File: config.mk
export PLATFORM = sky130hd
export DESIGN_NAME = usb_ep_echo_flat
export DESIGN_NICKNAME = d
export VERILOG_FILES = /design/src/rtl/usb_ep_echo_if.sv /design/src/rtl/usb_ep_echo.sv /design/src/flat_wrapper.sv
export SDC_FILE = /design/constraint.sdc
export NUM_CORES = 1
export LEC_CHECK = 0
export BUFFER_PORTS_ARGS = -buffer_cell sky130_fd_sc_hd__buf_4
export CAP_MARGIN = 40
export CORE_MARGIN = 1
export CORE_UTILIZATION = 25
export CTS_CLUSTER_DIAMETER = 200
export DETAILED_ROUTE_END_ITERATION = 10
export PLACE_DENSITY = 0.46
export RECOVER_POWER = 50
export SKIP_CTS_REPAIR_TIMING = 1
export SLEW_MARGIN = 25
export SYNTH_ARGS = -nofsm -noshare
export SYNTH_HDL_FRONTEND = slang
export SYNTH_SLANG_ARGS = --single-unit
File: constraint.sdc
create_clock -name clk_i -period 2.7 [get_ports clk_i]
set_input_delay 0.27 -clock clk_i [delete_from_list [all_inputs] [get_ports clk_i]]
set_output_delay 0.27 -clock clk_i [all_outputs]
set_load 0.1 [all_outputs]
File: src/rtl/usb_ep_echo_if.sv
// Endpoint handshake bundle between the echo block (master) and the USB function core (slave).
interface usb_ep_echo_if;
  logic [7:0] ep2_dout;
  logic       ep2_re;
  logic       ep2_empty;
  logic [7:0] ep1_din;
  logic       ep1_we;
  logic       ep1_full;

  modport master (
    input  ep2_dout,
    input  ep2_empty,
    input  ep1_full,
    output ep2_re,
    output ep1_din,
    output ep1_we
  );

  modport slave (
    output ep2_dout,
    output ep2_empty,
    output ep1_full,
    input  ep2_re,
    input  ep1_din,
    input  ep1_we
  );
endinterface

File: src/rtl/usb_ep_echo.sv
// Echoes bytes read from the OUT endpoint (EP2) to the IN endpoint (EP1) through a small
// circular FIFO, XORing each byte with XOR_MASK. DEPTH must be a power of two, 2..64.
module usb_ep_echo #(
  parameter int unsigned DEPTH    = 8,
  parameter logic [7:0]  XOR_MASK = 8'h00
) (
  input  logic          clk_i,
  input  logic          rst_i,
  usb_ep_echo_if.master ep,
  output logic [7:0]    led_o,
  output logic [15:0]   byte_cnt_o,
  output logic [6:0]    buf_cnt_o
);

  localparam int unsigned AW        = (DEPTH > 1) ? $clog2(DEPTH) : 1;
  localparam logic [6:0]  DEPTH_CNT = 7'(DEPTH);

  localparam logic [0:0] R_IDLE = 1'b0;
  localparam logic [0:0] R_CAP  = 1'b1;
  localparam logic [0:0] W_IDLE = 1'b0;
  localparam logic [0:0] W_GAP  = 1'b1;

  logic [0:0]    r_state_q, r_state_d;
  logic [0:0]    w_state_q, w_state_d;
  logic          ep2_re_q, ep2_re_d;
  logic          ep1_we_q, ep1_we_d;
  logic [7:0]    ep1_din_q, ep1_din_d;
  logic [7:0]    led_q, led_d;
  logic [15:0]   byte_cnt_q, byte_cnt_d;
  logic [6:0]    buf_cnt_q, buf_cnt_d;
  logic [AW-1:0] wr_ptr_q, wr_ptr_d;
  logic [AW-1:0] rd_ptr_q, rd_ptr_d;
  logic [7:0]    mem_q [DEPTH];
  logic          push;
  logic          pop;
  logic [7:0]    head;

  // The strobe cycle stays in R_IDLE with ep2_re high; R_CAP is the cycle the core presents data.
  always_comb begin
    r_state_d = r_state_q;
    ep2_re_d  = 1'b0;
    push      = 1'b0;
    case (r_state_q)
      R_IDLE: begin
        if (ep2_re_q) begin
          r_state_d = R_CAP;
        end else if (!ep.ep2_empty && (buf_cnt_q < DEPTH_CNT)) begin
          ep2_re_d = 1'b1;
        end
      end
      R_CAP: begin
        push      = 1'b1;
        r_state_d = R_IDLE;
      end
    endcase
  end

  // An empty buffer forwards the byte being captured so a lone byte reaches EP1 two cycles after ep2_re.
  always_comb begin
    w_state_d = w_state_q;
    ep1_we_d  = 1'b0;
    ep1_din_d = ep1_din_q;
    pop       = 1'b0;
    head      = (buf_cnt_q == 7'd0) ? ep.ep2_dout : mem_q[rd_ptr_q];
    case (w_state_q)
      W_IDLE: begin
        if (ep1_we_q) begin
          w_state_d = W_GAP;
        end else if (((buf_cnt_q != 7'd0) || push) && !ep.ep1_full) begin
          ep1_we_d  = 1'b1;
          ep1_din_d = head ^ XOR_MASK;
          pop       = 1'b1;
        end
      end
      W_GAP: begin
        w_state_d = W_IDLE;
      end
    endcase
  end

  always_comb begin
    wr_ptr_d   = push ? wr_ptr_q + AW'(1) : wr_ptr_q;
    rd_ptr_d   = pop  ? rd_ptr_q + AW'(1) : rd_ptr_q;
    buf_cnt_d  = buf_cnt_q + 7'(push) - 7'(pop);
    byte_cnt_d = ep1_we_q ? byte_cnt_q + 16'd1 : byte_cnt_q;
    led_d      = ep1_we_q ? ep1_din_q : led_q;
  end

  always_ff @(posedge clk_i) begin
    if (push) begin
      mem_q[wr_ptr_q] <= ep.ep2_dout;
    end
  end

  always_ff @(posedge clk_i) begin
    if (!rst_i) begin
      r_state_q  <= R_IDLE;
      w_state_q  <= W_IDLE;
      ep2_re_q   <= 1'b0;
      ep1_we_q   <= 1'b0;
      ep1_din_q  <= 8'h00;
      led_q      <= 8'h00;
      byte_cnt_q <= 16'h0000;
      buf_cnt_q  <= 7'd0;
      wr_ptr_q   <= '0;
      rd_ptr_q   <= '0;
    end else begin
      r_state_q  <= r_state_d;
      w_state_q  <= w_state_d;
      ep2_re_q   <= ep2_re_d;
      ep1_we_q   <= ep1_we_d;
      ep1_din_q  <= ep1_din_d;
      led_q      <= led_d;
      byte_cnt_q <= byte_cnt_d;
      buf_cnt_q  <= buf_cnt_d;
      wr_ptr_q   <= wr_ptr_d;
      rd_ptr_q   <= rd_ptr_d;
    end
  end

  assign ep.ep2_re  = ep2_re_q;
  assign ep.ep1_we  = ep1_we_q;
  assign ep.ep1_din = ep1_din_q;
  assign led_o      = led_q;
  assign byte_cnt_o = byte_cnt_q;
  assign buf_cnt_o  = buf_cnt_q;

endmodule

File: src/flat_wrapper.sv
// flat-port wrapper written by rule: the top's interface ports become plain ports
module usb_ep_echo_flat 
#(
  parameter int unsigned DEPTH    = 8,
  parameter logic [7:0]  XOR_MASK = 8'h00
)
  (clk_i, rst_i, led_o, byte_cnt_o, buf_cnt_o, ep_ep2_dout, ep_ep2_empty, ep_ep1_full, ep_ep2_re, ep_ep1_din, ep_ep1_we);
  usb_ep_echo_if ep_i ();
  input  logic clk_i;
  input  logic rst_i;
  output logic [7:0] led_o;
  output logic [15:0] byte_cnt_o;
  output logic [6:0] buf_cnt_o;
  input wire logic [$bits(ep_i.ep2_dout)-1:0] ep_ep2_dout;
  input wire logic [$bits(ep_i.ep2_empty)-1:0] ep_ep2_empty;
  input wire logic [$bits(ep_i.ep1_full)-1:0] ep_ep1_full;
  output wire logic [$bits(ep_i.ep2_re)-1:0] ep_ep2_re;
  output wire logic [$bits(ep_i.ep1_din)-1:0] ep_ep1_din;
  output wire logic [$bits(ep_i.ep1_we)-1:0] ep_ep1_we;
  assign ep_i.ep2_dout = ep_ep2_dout;
  assign ep_i.ep2_empty = ep_ep2_empty;
  assign ep_i.ep1_full = ep_ep1_full;
  assign ep_ep2_re = ep_i.ep2_re;
  assign ep_ep1_din = ep_i.ep1_din;
  assign ep_ep1_we = ep_i.ep1_we;
  usb_ep_echo #(.DEPTH(DEPTH), .XOR_MASK(XOR_MASK)) u_core (.clk_i(clk_i), .rst_i(rst_i), .ep(ep_i), .led_o(led_o), .byte_cnt_o(byte_cnt_o), .buf_cnt_o(buf_cnt_o));
endmodule
---- After elaboration in Yosys (flattened, before gate mapping) ----
Memory sizes are Yosys's and may differ from the RTL's. A register that Yosys moved wholly into a read port is not among the register bits.
Cells that the tools add are included.
Widths: inputs -> output; s select.
storage, ports and cells
  register bits ........................... 49
  memory bits (writable) .................. 64
  bits of input ports ..................... 12
  output and inout port bits .............. 41
  word-level logic and storage cells ...... 44
  memories kept ........................... 1
cells by class
  add/sub/neg operators ................... 5
  magnitude comparators ................... 1
  mux-type cells .......................... 14
  bitwise gates (word level) .............. 4
  reductions and logical operators ........ 9
memories
  name          words  width  rd ports  clocked after memory_dff  wr ports  RTL line           RTL
  u_core.mem_q  8      8      1         1                         1         usb_ep_echo.sv:33  logic [7:0] mem_q [DEPTH];
operators with widths
  kind                   number
  $add 16x1->16 const B  1
  $mux 1                 9
  $mux 8                 1
  $add 7x1->7            1
  $logic_not 7->1        1
  $lt 7x4->1 const B     1
  $reduce_bool 7->1      1
  $sub 7x1->7            1
  $add 3x1->3 const B    2
  $mux 3                 2
  $not 1->1              4
  $pmux 1 s2             2
  $reduce_and 3->1       1
  $reduce_or 3->1        1
  $logic_and 1x1->1      2
  $logic_not 1->1        2
  $logic_or 1x1->1       1

---- Depth between registers and ports, before layout ----
  word-level depth ........................ 8
  gate-level depth with buffers ........... 14
  mapped depth without buffers ............ 13

---- Worst setup path before layout ----
OpenSTA, ideal clock, no wires.
  kind .................................... reg-to-reg
  start ................................... register u_core.buf_cnt_q[3] (netlist: u_core.buf_cnt_o[3])
  end ..................................... register u_core.buf_cnt_q[6] (netlist: u_core.buf_cnt_o[6])
  library setup time ...................... 0.063 ns
  arrival ................................. 3.248 ns
  data required time ...................... 2.637 ns
  slack ................................... -0.611 ns
  cell stages (with the launch flop) ...... 15
  path buffers ............................ 1
  period minus slack after synthesis ...... 3.311 ns
  cells stage by stage .................... dfxtp_1 > inv_1 > ha_1 > and2_1 > a21oi_1 > buf_4 > nand2b_1 > nand2_1 > ha_1 > inv_1 > fa_1 > nand2b_1 > a221o_1 > a21oi_1 > nand3b_1
between the ends
  longest elaborated chain between the ends .. 7
  elaborated cells on any way between the ends .. 8
  those cells by class .................... 2 x add/sub; 3 x mux; 3 x reduce/logical
RTL lines
  item                    RTL line            RTL
  from (decl)             usb_ep_echo.sv:30   logic [6:0] buf_cnt_q, buf_cnt_d;
  from (signal assigned)  usb_ep_echo.sv:115  buf_cnt_q <= buf_cnt_d;
  $reduce_bool 7->1       usb_ep_echo.sv:69   end else if (((buf_cnt_q != 7'd0) || push) && !ep.ep1_full) begin
  $logic_or 1x1->1        usb_ep_echo.sv:69
  $logic_and 1x1->1       usb_ep_echo.sv:69
  $mux 1                  usb_ep_echo.sv:69
  $mux 1                  usb_ep_echo.sv:67   if (ep1_we_q) begin
  $mux 1                  usb_ep_echo.sv:65   case (w_state_q)
  $sub 7x1->7 *           usb_ep_echo.sv:84   buf_cnt_d = buf_cnt_q + 7'(push) - 7'(pop);
Every way passes the cells marked *; elsewhere a longest branch is shown, timed or not.
A chain may end at the register's enable or synchronous reset.

---- Worst setup path in the final report ----
  start ................................... register u_core.buf_cnt_q[4] (netlist: u_core.buf_cnt_o[4])
  end ..................................... register u_core.buf_cnt_q[6] (netlist: u_core.buf_cnt_o[6])
Same word-level chain as after synthesis.

==> flow_summary.toml <==
[route]
wl_per_cell_um = 15.8
via_per_inst = 4.37
ant_nets = 0
route.detailed.drc = 0
vias = 3071
drt-initial-drc-count = 155
drt_wl_total_mm = 11.1
drtPass1Iterations = 4

[placed_design]
port_buffers = 52
place_congestion = 0.736
hpwl_mm = 7.37

[clock_tree]
cts_buffers = 17
clk_pin_slew_worst_paths_ps = 50
root_buffer = "clkbuf_16"
cts_tree = "yes"
htreeDepth = 4
clk_latency_ps = 410
clockBufferDepth = 2
cts_sinks = 116

[final_layout]
area_growth_pct = 24.8
fin_nets = 457
final_cell_mix = "64 x edfxtp_1, 52 x buf_4, 44 x dfxtp_1, 42 x nor2_1, 22 x clkbuf_1"
n_antenna_cell = 0
drive_gt1_share_pct = 26.4
mostFrequentLayoutCell = "edfxtp_1"

[logic_synthesis]
yosys.area.top_type = "edfxtp_1"
synth_edf_count = 64
ys.flop_type = "edfxtp_1"
ys_warn_count = 0
synth-simple-area-share_pct = 12.5
synth_compound_area_share_pct = 4.65
synth_top_family_by_area = "simple AND/OR/NAND/NOR gates"
synthAdderAreaFrac_pct = 4.01
synthXorXnorAreaFrac_pct = 3.06
async_flop_share_pct = 0
synth_mux_area_share_pct = 11.7
netlist.area_leader.share_pct = 39.5
synth-seq-area-share_pct = 60.8
syn_inst = 363
syn-num-nets = 390
synth.distinct_cells = 42
ys_seq_elements = 116
syn_area_sq_um = 4870
postSynthAreaPerCell_sq_um = 13.4
ys_top_cells_by_area = "edfxtp_1 39%, dfxtp_1 21%, mux4_2 7.4%"

[global_routing]
grt_pass1_vias = 3207
grt_max_degree = 40
grt_first_pass_wirelength_mm = 17.7
grt_usage_pct = 12.1
antenna_found_initial = 0
grt.overflow.total = 0

[status]
violations = "max-capacitance violations, max-slew violations"
status = "complete, but fails checks"

[pwr]
vdd_drop_max_mv = 0.308
leakage_nw = 2.15
power.density_nw_per_um2 = 1010

[critical_path]
crit_chain = "inv_2 -> ha_1 -> and2_1 -> a21oi_2 -> nand2b_1 -> nand2_1 -> ha_1 -> inv_1 -> fa_2 -> nand2b_4 -> a221o_1 -> a21oi_1 -> nand3b_1"
cpMaxStageDelayCell = "dfxtp_4"
critPathMaxFanout = 3
worstPathArrival_ps = 2760
endpoint_kind = "flop"
crit_type = "flop to flop"
critPathMaxStageDelay_ps = 350
crit_required_ps = 3040
startpoint_type = "flop"
crit_top_cell = "ha_1"
r2r_slack_ps = 280

[sta]
rsz0062_at_grt = "false"
worst_pin_slew_ps = 1570
finClkSkew_ps = 6.76
clock.fmax_mhz = 414
period_share_pct = 89.5
fin_setup_tns_ps = 0
setup_viol = 0
relSlewSlack_pct = -4.67
drv_slew = 31
hold_viol = 0
whs_ps = 22.9
fin_crit_ps = 2420

[floorplan]
rows = 50
core_area_sq_um = 18900
num_io_pins = 53
die_width_um = 142
dieArea_sq_um = 20000
initial_core_util_pct = 25.8
chipHeight_um = 142

[worst_hold_path]
hp-class = "primary input to flop"

[job]
cap_violations = 1
cell families (layout without fill, tap and decap cells):
kind of cell | after synthesis | after routing
and+or+nand+nor | 117 | 117
xor gates and xnor gates | 17 | 17
muxes | 37 | 37
AOI/OAI and AO/OA | 26 | 26
DFF | 116 | 116
adders and majority gates | 15 | 15
buffers and inverters | 35 | 115
where the power goes:
group          internal (mW)  switching [mW]  leakage [nW]
logic                  0.636            1.42         0.901
clock network           1.18           0.717         0.248
registers               2.03           0.167          1.00
routing by layer:
| metal | wire [um] | track usage [%] | share of wire, % |
|---|---|---|---|
| met1 | 5050 | 14.7 | 46 |
| met4 | 140 | 5.83 | 1.3 |
| met3 | 545 | 3.75 | 4.9 |
| met5 | 0 | 0 | 0 |
| met2 | 5360 | 19.4 | 48 |
stage by stage:
stage / utilization (%) / instance area [sq um] / total power [mW] / cells / setup slack, ps
6_report: 32.2 / 6080 / 6.14 / 703 / 283
5_1_grt: 32.2 / 6080 / 6.45 / 703 / 37.0
4_1_cts: 32.5 / 6130 / 6.23 / 703 / 280
3_5_place_dp: 29.8 / 5640 / 4.31 / 671 / 269
3_3_place_gp: 29.8 / 5640 / 4.29 / 671 / 314
2_1_floorplan: - / 4910 / 3.83 / 363 / 31.0
state kept, by name, summed over array words and instances (netlist names), named ones only:
| signal | flops |
|---|---|
| u_core.mem_q | 64 |
| u_core.byte_cnt_o | 16 |
| u_core.ep.ep1_din | 8 |
| u_core.led_o | 8 |
| u_core.buf_cnt_o | 7 |
| u_core.rd_ptr_q | 3 |
| u_core.wr_ptr_q | 3 |
| u_core.ep.ep1_we | 1 |
| u_core.ep.ep2_re | 1 |
| u_core.r_state_q | 1 |
| u_core.w_state_q | 1 |
Yosys cell counts (all sizes together), types with 9 or more instances:
master and count:
buf 10, clkbuf 9, dfxtp 52, edfxtp 64, ha 14, inv 16, mux2i 21, mux4 16
nand2 19, nand2b 9, nand4 14, nor2 42, xor2 9
worst max-delay path: cells and delay by family, from the launching register on:
kind,cells,cell delay (ps)
fa+ha+maj,3,690
compound gates,3,590
flops,1,350
buf+inv,2,100
simple gates,5,620
cell type report:
class                           count  area [sq um]
Sequential cell                   116          2990
Timing Repair Buffer               67           447
Fill cell                        1926         12800
Tap cell                          260           325
Clock buffer                       25           465
Multi-Input combinational cell    212          1760
Clock inverter                      7          32.5
Inverter                           16          60.1
worst paths after layout:
path,start,end,depth (start not counted)
worst max-delay path,u_core.buf_cnt_o[4],u_core.buf_cnt_o[6],13
worst min-delay path,ep_ep2_empty,u_core.ep.ep2_re,2
worst max register to register,u_core.buf_cnt_o[4],u_core.buf_cnt_o[6],13
worst min register to register,u_core.w_state_q,u_core.w_state_q,1
Note: power is estimated with default switching activity, not from simulation.
